File: src/rtl/writeback_pkg.sv
// Shared types and default sizes for the register-file writeback path.
package writeback_pkg;

  localparam int unsigned DefRegsPtrW = 5;
  localparam int unsigned DefRegsNum  = 32;
  localparam int unsigned DefRegSize  = 32;
  localparam int unsigned X0_IDX      = 0;

  typedef struct packed {
    logic [DefRegsPtrW-1:0] rd;
    logic [DefRegSize-1:0]  data;
  } wb_req_t;

  // Source feeding the write port in a given cycle.
  typedef enum logic [1:0] {
    SelNone,
    SelLsu,
    SelFifo,
    SelAlu
  } wb_sel_e;

endpackage

File: src/rtl/writeback_fifo.sv
// Small circular buffer for ALU results waiting on the regfile write port.
module writeback_fifo
  import writeback_pkg::*;
#(
  parameter type         req_t      = wb_req_t,
  parameter int unsigned FIFO_DEPTH = 2
) (
  input  logic clk_i,
  input  logic rst_i,
  input  logic push_i,
  input  req_t push_data_i,
  input  logic pop_i,
  output req_t head_o,
  output logic full_o,
  output logic empty_o
);

  localparam int unsigned PtrW = (FIFO_DEPTH > 1) ? $clog2(FIFO_DEPTH) : 1;
  localparam int unsigned CntW = $clog2(FIFO_DEPTH + 1);

  logic [PtrW-1:0] rptr_q, rptr_d;
  logic [PtrW-1:0] wptr_q, wptr_d;
  logic [CntW-1:0] count_q, count_d;
  req_t            mem_q [FIFO_DEPTH];

  logic push_ok, pop_ok;

  assign full_o  = (count_q == FIFO_DEPTH[CntW-1:0]);
  assign empty_o = (count_q == '0);
  assign head_o  = mem_q[rptr_q];

  // Guard against misuse so the pointers never run past the occupancy.
  assign push_ok = push_i & ~full_o;
  assign pop_ok  = pop_i & ~empty_o;

  always_comb begin
    rptr_d  = rptr_q;
    wptr_d  = wptr_q;
    count_d = count_q;
    if (push_ok) begin
      wptr_d = wptr_q + PtrW'(1);
    end
    if (pop_ok) begin
      rptr_d = rptr_q + PtrW'(1);
    end
    unique case ({push_ok, pop_ok})
      2'b10:   count_d = count_q + CntW'(1);
      2'b01:   count_d = count_q - CntW'(1);
      default: count_d = count_q;
    endcase
  end

  always_ff @(posedge clk_i) begin
    if (rst_i) begin
      rptr_q  <= '0;
      wptr_q  <= '0;
      count_q <= '0;
    end else begin
      rptr_q  <= rptr_d;
      wptr_q  <= wptr_d;
      count_q <= count_d;
    end
  end

  // Storage carries no reset; the count alone decides what is valid.
  always_ff @(posedge clk_i) begin
    if (push_ok) begin
      mem_q[wptr_q] <= push_data_i;
    end
  end

endmodule

File: src/rtl/writeback_ctrl.sv
// Arbitrates ALU and LSU results onto the single regfile write port and
// tracks pending destination registers for decode hazard checks.
module writeback_ctrl
  import writeback_pkg::*;
#(
  parameter int unsigned REGS_PTR_W = DefRegsPtrW,
  parameter int unsigned REGS_NUM   = DefRegsNum,
  parameter int unsigned REG_SIZE   = DefRegSize,
  parameter int unsigned FIFO_DEPTH = 2
) (
  input  logic                  clk,
  input  logic                  rst,
  input  logic                  issue_vld,
  input  logic [REGS_PTR_W-1:0] issue_rd,
  input  logic                  alu_vld,
  output logic                  alu_rdy,
  input  logic [REGS_PTR_W-1:0] alu_rd,
  input  logic [REG_SIZE-1:0]   alu_data,
  input  logic                  lsu_vld,
  input  logic [REGS_PTR_W-1:0] lsu_rd,
  input  logic [REG_SIZE-1:0]   lsu_data,
  output logic                  we,
  output logic [REGS_PTR_W-1:0] wa,
  output logic [REG_SIZE-1:0]   wd,
  output logic [REGS_NUM-1:0]   busy_vec
);

  // Sized from this instance's parameters rather than the package defaults.
  typedef struct packed {
    logic [REGS_PTR_W-1:0] rd;
    logic [REG_SIZE-1:0]   data;
  } req_t;

  localparam logic [REGS_PTR_W-1:0] X0Rd = X0_IDX[REGS_PTR_W-1:0];

  logic    fifo_full, fifo_empty;
  logic    fifo_push, fifo_pop;
  req_t    fifo_head;
  req_t    alu_req, lsu_req, sel_req;
  wb_sel_e sel;
  logic    alu_fire;

  logic                  we_q, we_d;
  logic [REGS_PTR_W-1:0] wa_q, wa_d;
  logic [REG_SIZE-1:0]   wd_q, wd_d;
  logic [REGS_NUM-1:0]   busy_q, busy_d;

  assign alu_req  = '{rd: alu_rd, data: alu_data};
  assign lsu_req  = '{rd: lsu_rd, data: lsu_data};
  assign alu_rdy  = ~fifo_full & ~rst;
  assign alu_fire = alu_vld & alu_rdy;

  writeback_fifo #(
    .req_t      (req_t),
    .FIFO_DEPTH (FIFO_DEPTH)
  ) u_fifo (
    .clk_i       (clk),
    .rst_i       (rst),
    .push_i      (fifo_push),
    .push_data_i (alu_req),
    .pop_i       (fifo_pop),
    .head_o      (fifo_head),
    .full_o      (fifo_full),
    .empty_o     (fifo_empty)
  );

  // LSU is never back-pressured, so it always wins; buffered ALU results
  // drain before a fresh ALU result may bypass, preserving ALU order.
  always_comb begin
    sel       = SelNone;
    fifo_pop  = 1'b0;
    fifo_push = 1'b0;
    if (lsu_vld) begin
      sel       = SelLsu;
      fifo_push = alu_fire;
    end else if (!fifo_empty) begin
      sel       = SelFifo;
      fifo_pop  = 1'b1;
      fifo_push = alu_fire;
    end else if (alu_fire) begin
      sel = SelAlu;
    end
  end

  always_comb begin
    sel_req = '0;
    unique case (sel)
      SelLsu:  sel_req = lsu_req;
      SelFifo: sel_req = fifo_head;
      SelAlu:  sel_req = alu_req;
      default: sel_req = '0;
    endcase
  end

  always_comb begin
    we_d = 1'b0;
    wa_d = wa_q;
    wd_d = wd_q;
    if (sel != SelNone) begin
      we_d = (sel_req.rd != X0Rd);
      wa_d = sel_req.rd;
      wd_d = sel_req.data;
    end
  end

  // Clear on the regfile write, then set on issue so a same-cycle reissue
  // of the register being written keeps it busy.
  always_comb begin
    busy_d = busy_q;
    if (we_q) begin
      busy_d[wa_q] = 1'b0;
    end
    if (issue_vld && (issue_rd != X0Rd)) begin
      busy_d[issue_rd] = 1'b1;
    end
    busy_d[X0_IDX] = 1'b0;
  end

  always_ff @(posedge clk) begin
    if (rst) begin
      we_q   <= 1'b0;
      wa_q   <= '0;
      wd_q   <= '0;
      busy_q <= '0;
    end else begin
      we_q   <= we_d;
      wa_q   <= wa_d;
      wd_q   <= wd_d;
      busy_q <= busy_d;
    end
  end

  assign we       = we_q;
  assign wa       = wa_q;
  assign wd       = wd_q;
  assign busy_vec = busy_q;

endmodule

File: config.mk
export PLATFORM = sky130hd
export DESIGN_NAME = writeback_ctrl
export DESIGN_NICKNAME = d
export VERILOG_FILES = /design/src/rtl/writeback_pkg.sv /design/src/rtl/writeback_fifo.sv /design/src/rtl/writeback_ctrl.sv
export SDC_FILE = /design/constraint.sdc
export NUM_CORES = 1
export LEC_CHECK = 0
export ABC_AREA = 1
export CAP_MARGIN = 25
export CORE_MARGIN = 1.5
export CORE_UTILIZATION = 25
export CTS_BUF_LIST = sky130_fd_sc_hd__clkbuf_2
export DETAILED_ROUTE_END_ITERATION = 16
export GPL_ROUTABILITY_DRIVEN = 0
export GPL_TIMING_DRIVEN = 0
export HOLD_SLACK_MARGIN = 0.02
export PLACE_DENSITY_LB_ADDON = 0.05
export SETUP_SLACK_MARGIN = 0.5
export SLEW_MARGIN = 30
export SYNTH_ARGS = -nofsm -noshare
export SYNTH_HDL_FRONTEND = slang
export SYNTH_HIERARCHICAL = 1
export SYNTH_SLANG_ARGS = --single-unit
File: constraint.sdc
create_clock -name clk -period 3.68 [get_ports clk]
set_input_delay 0.368 -clock clk [delete_from_list [all_inputs] [get_ports clk]]
set_output_delay 0.368 -clock clk [all_outputs]
set_load 0.01 [all_outputs]
* Yosys cells after proc, flatten, opt, wreduce, memory -nomap -nowiden
Memories as Yosys holds them, arrays and structs flattened. A register that Yosys moved wholly into a read port is not among the register bits.
Index checks and enable logic that the tools add are counted.
Widths: inputs -> output; s select.
** Storage, ports and cells
- Bits in registers :: 74
- Memory bits (writable) :: 74
- Logic and storage cells :: 62
- Memories :: 1
** Operators by class
- $add $sub $neg :: 4
- Order comparisons :: 4
- Eq/ne operators :: 6
- Muxes and demuxes :: 19
- Bitwise logic cells :: 11
- Reduce and logical (&&, ||, !) cells :: 9
** Memory list
- u_fifo.mem_q :: words 2, width 37, rd ports 1, clocked after memory_dff 1, wr ports 1, RTL line writeback_fifo.sv:24 : req_t mem_q [FIFO_DEPTH];
** Operators by type and width (count)
- $pmux 37 s3 :: 1
- $mux 32 :: 2
- $and 32x32->32 :: 1
- $not 32->32 :: 1
- $or 32x32->32 :: 1
- $lt 5x6->1 const B :: 2
- $demux 1 s5 :: 2
- $ge 5x1->1 const B :: 2
- $mux 1 :: 10
- $reduce_bool 5->1 :: 2
- $eq 2x2->1 const B :: 4
- $mux 2 :: 3
- $and 1x1->1 :: 4
- $eq 2x1->1 const B :: 2
- $not 1->1 :: 4
- $pmux 2 s2 :: 1
- $reduce_bool 2->1 :: 2
- $logic_and 1x1->1 :: 3
- $add 1x1->1 const B :: 2
- $add 2x1->2 const B :: 1
- $logic_not 2->1 :: 1
- $reduce_or 2->1 :: 1
- $sub 2x1->2 const B :: 1

* Depth between registers and ports, before layout
- Word-level depth :: 10
- Gate-level depth with buffers :: 14

* By module
The synthesis kept the hierarchy.
** Modules (own cells, without submodules)
- writeback_ctrl :: instances 1, cells each 404, area an instance 3094.2 sq um, seq. area each 1381.3 sq um
- writeback_fifo :: instances 1, cells each 155, area an instance 3067.9 sq um, seq. area each 2322.2 sq um

* Worst setup path before layout
No wires, ideal clock.
- Path type :: register -> register
- Start :: register u_fifo.count_q[0]
- End :: memory u_fifo/mem_q[0][0] in the netlist's numbering, enable pin
- Setup time :: 431 ps
- Arrival :: 2625 ps
- Data required time :: 3249 ps
- Slack :: 624 ps
- Cell stages (with the launch flop) :: 9
- Cells stage by stage :: dfxtp_1 > nor2_1 > nor2_2 > nand2_2 > nor2_1 > inv_1 > nor2_1 > inv_1 > nor2_1
** Between the ends
- Cells in the longest elaborated chain, start to end :: 9
- Elaborated cells between the ends (all ways) :: 10
- Classes of those cells :: eq/ne: 1; mux: 4; bitwise: 4; reduce/logical: 1
** RTL lines
- from (decl) :: RTL line writeback_fifo.sv:23 : logic [CntW-1:0] count_q, count_d;
- from (signal assigned) :: RTL line writeback_fifo.sv:61 : count_q <= count_d;
- $eq 2x2->1 * :: RTL line writeback_fifo.sv:28 : assign full_o = (count_q == FIFO_DEPTH[CntW-1:0]);
- named net fifo_full :: RTL line writeback_ctrl.sv:36 : logic fifo_full, fifo_empty;
- $not 1->1 * :: RTL line writeback_ctrl.sv:50 : assign alu_rdy = ~fifo_full & ~rst;
- $and 1x1->1 * :: RTL line writeback_ctrl.sv:50
- named net alu_rdy :: RTL line writeback_ctrl.sv:16 : output logic alu_rdy,
- $and 1x1->1 * :: RTL line writeback_ctrl.sv:51 : assign alu_fire = alu_vld & alu_rdy;
- $mux 1 :: RTL line writeback_ctrl.sv:76 : end else if (!fifo_empty) begin
- $mux 1 * :: RTL line writeback_ctrl.sv:73 : if (lsu_vld) begin
- named net fifo_push :: RTL line writeback_ctrl.sv:37 : logic fifo_push, fifo_pop;
- $and 1x1->1 * :: RTL line writeback_fifo.sv:33 : assign push_ok = push_i & ~full_o;
- $mux 1 * :: RTL line writeback_fifo.sv:67 : if (push_ok) begin
- $mux 1 (not written as such) * :: RTL line writeback_fifo.sv:68 : mem_q[wptr_q] <= push_data_i;
- to (decl) :: RTL line writeback_fifo.sv:24
The timed path passes the listed nets; every way through them passes the cells marked *.

* Worst setup path after layout
- Start :: register u_fifo.count_q[0]
- End :: register u_fifo.count_q[1]
** Between the ends
- Elaborated cells between the ends (all ways) :: 18
- Classes of those cells :: add/sub: 2; eq/ne: 3; mux: 5; bitwise: 6; reduce/logical: 2
** RTL lines
- $logic_not 2->1 * :: RTL line writeback_fifo.sv:29 : assign empty_o = (count_q == '0);
- named net fifo_empty :: RTL line writeback_ctrl.sv:36
- $mux 1 * :: RTL line writeback_ctrl.sv:76
- $mux 1 * :: RTL line writeback_ctrl.sv:73
- named net fifo_pop :: RTL line writeback_ctrl.sv:37
- $and 1x1->1 * :: RTL line writeback_fifo.sv:34 : assign pop_ok = pop_i & ~empty_o;
- named net u_fifo.pop_ok :: RTL line writeback_fifo.sv:26 : logic push_ok, pop_ok;
- $eq 2x1->1 / $eq 2x2->1 (equally long branches) :: RTL line writeback_fifo.sv:46 : unique case ({push_ok, pop_ok})
- $pmux 2 s2 / $reduce_bool 2->1 (equally long branches)
Marked as above.
A chain may end at the register's enable or synchronous reset.

==> results.md <==
- Setup Viol. Count Final: 0
- CP Class: flop to flop
- Skew-Pair Late Insertion Delay: 720 ps
- TritonCTS clock tree: yes
- VDD IR-drop max: approximately 0.00013 V
- HP Start: alu_data[4]
- Initial antenna violation count: 2
- Leak Pwr: approximately 2.9 nW
- Total grt overflow: 0
- Synth Instances: 559
- CP Launch Point: u_fifo/count_q[0]
- Num CTS Buffers: 17
- Pre-Repair DR Iteration Count: 5
- Hold path cells: 1
- Initial core utilization: approximately 25%
- CTS HTree Levels: 4
- Die Area: approximately 0.026 mm^2
- Hold Slack: 217 ps
- Syn Nets: 644
- Worst hold path type: input port to flop
- Tot Pwr: 3.38 mW
- Fmax: 432 MHz
- Slew @ Worst Pin: between 700 and 800 ps
- Via count: 4914
- CP Max Fanout: 10
- Commonest cells after routing, fill and taps aside: 153 x clkdlybuf4s50_1, 95 x nand2_1, 74 x dfxtp_1, 74 x edfxtp_1, 64 x o21ai_0
- FP Rows: 57
- FF-to-FF setup slack: 1360 ps
- WL per Instance: 17.8 um
- Final nets: roughly 820
- Max-capacitance violation count: 0
- R2r worst-path depth: 12
- Final setup margin: 1360 ps
- Clock sink count: around 150
- Hold Crit Endpoint: u_fifo/mem_q[0][4]
- Drt total wl: 19.0 mm
- Cell Pwr Density: 401 mW/mm^2
- Max Root-Sink Buffers: 2
- Post-synthesis sequential area ratio: between 60% and 70%
- Largest net degree at the start of global routing: 38
- DR iter-0 viols: around 280
- Area delta synth->final: 36.8%
- Vias per cell: 4.59
- Hpwl dp: 13.2 mm
- Post-route ant nets: 0
- Die width: approximately 160 um
- Core ar.: 0.0242 mm^2
- Status: finished clean
- # Post-CTS Setup Buffers: 0
- Syn. warnings: 6
- Netlist cell types: 27
- Leading cell type in the layout, fill and taps excluded: clkdlybuf4s50_1
- Placement Setup Slack: 1050 ps
- Max-slew violation count: 0
- Fin crit share: between 60% and 70%
- Final Hold Fails: 0
- Reg2Reg Launch Point: u_fifo/count_q[0]
- Crit path required time: ~4300 ps
- IO Port Bufs: 153
- Tmin final: 2320 ps
- Clock Skews: approximately 47 ps
- FF-to-FF End: u_fifo/count_q[1]
- Reg clk slew, reported paths: 250 ps
- Ports: approximately 160
- CTS resizes: 0
- Tot GR Track Use: 14.9%
- Mean Syn Cell Area: 11.0 um^2
- Post-DP Area: 0.00817 mm^2
- Mapped cell area: 0.00616 mm^2
- Crit end category: flop
- Vias in the first global route: 4999
- Layout cells sized above 1: 14.3%
- DRC viols: 0
- Chip height: 160 um
- Worst endpoint data arrival time: between 2000 and 3000 ps
- RSZ-0062 raised after global routing: false
- Rel. slew slack: between 50 and 60%
- Synthesized flop and latch total: 148
- Global-route wire length before repair: around 29 mm
- Design area: 0.00843 mm^2
- Element type at the critical path start: flop
- Hold-fix buffers, CTS: 0
- Root cell of the clock tree: clkbuf_2
synthesized netlist by cell type:
master     n  area share (%)
nand2_1   95             5.8
dfxtp_1   74              24
edfxtp_1  74              36
o21ai_0   64             5.2
a21oi_1   37             3.0
a22oi_1   32             3.9
a31oi_1   32             3.2
mux2_4    30             7.3
inv_1     22             1.3
nand3_1   21             1.7
nor2_1    18             1.1
buf_2     12            0.97
nor3_1     9            0.73
mux2_2     7             1.3
buf_6      5            0.91
buf_1      4            0.24
clkbuf_1   4            0.24
buf_12     3            0.97
inv_2      3            0.18
nor3_2     3            0.49
buf_4      2            0.24
nand2_2    2            0.20
nor2_4     2            0.37
conb_1     1           0.061
ha_1       1            0.20
nand4_1    1            0.10
nor2_2     1            0.10
critical path: stages, from the launching register on:
cell	delay (ps)
dfxtp_1	430
nor2_1	150
nor2_1	180
buf_4	210
buf_2	310
inv_1	70
nor2_1	200
ha_1	290
inv_1	80
nand2_1	50
nor2_1	110
nor2_1	70
nor2_1	100
registers in the layout, indices dropped and copies added, names as in the netlist, named ones only:
signal / cells
wd: 32
u_fifo/rptr_q: 1
u_fifo/mem_q: 74
wa: 5
we: 1
u_fifo/count_q: 2
u_fifo/wptr_q: 1
busy_vec: 31
stage by stage:
stage | TNS, ps | std cells | util [%]
final | 0 | 1071 | 34.8
after global routing | 0 | 1071 | 34.8
after CTS | 0 | 1070 | 34.7
after detailed placement | 0 | 1038 | 33.7
after global placement | -49000 | 1036 | 33.4
after floorplan | 0 | 559 | -
layout make-up:
type | instances | area, um^2
Tap cell | 324 | 405
Inverter | 25 | 96.3
Buffer | 30 | 221
Timing Repair Buffer | 155 | 1590
Sequential cell | 148 | 3700
Clock inverter | 12 | 155
Antenna cell | 1 | 2.50
Clock buffer | 20 | 100
Fill cell | 2477 | 15800
Multi-Input combinational cell | 356 | 2160
layer usage:
| layer | up-vias | wire (um) | track usage, % |
|---|---|---|---|
| met2 | 151 | 9500 | 25.4 |
| met4 | 0 | 130 | 4.25 |
| met5 | - | 0 | 0 |
| li1 | 2370 | - | - |
| met3 | 9 | 963 | 4.13 |
| met1 | 2384 | 8450 | 18.4 |
power by group:
group	internal, mW	switching (mW)
logic	0.266	0.264
clock network	0.388	0.606
registers	1.81	0.0428
total	2.46	0.912
how the worst max path moves through the flow:
stage	slack (ps)	endpoint	depth (start not counted)
4_1_cts	1310	alu_rdy	3
3_3_place_gp	-1330	u_fifo/mem_q[0][14]	8
2_1_floorplan	620	u_fifo/mem_q[0][0]	8
5_1_grt	1150	u_fifo/count_q[1]	12
3_5_place_dp	1050	u_fifo/count_q[1]	12
6_report	1360	u_fifo/count_q[1]	12
logic make-up (layout without fill, tap and decap cells):
family / Yosys count / count (layout) / share of synthesized area, %
buf+inv: 55 / 242 / 5.12
compound gates: 165 / 165 / 15.4
flops: 148 / 148 / 60.1
mux: 37 / 37 / 8.59
simple gates: 152 / 152 / 10.6
other cells: 1 / 2 / 0.0609
fa+ha+maj: 1 / 1 / 0.203
(Power assumes the default switching activity.)
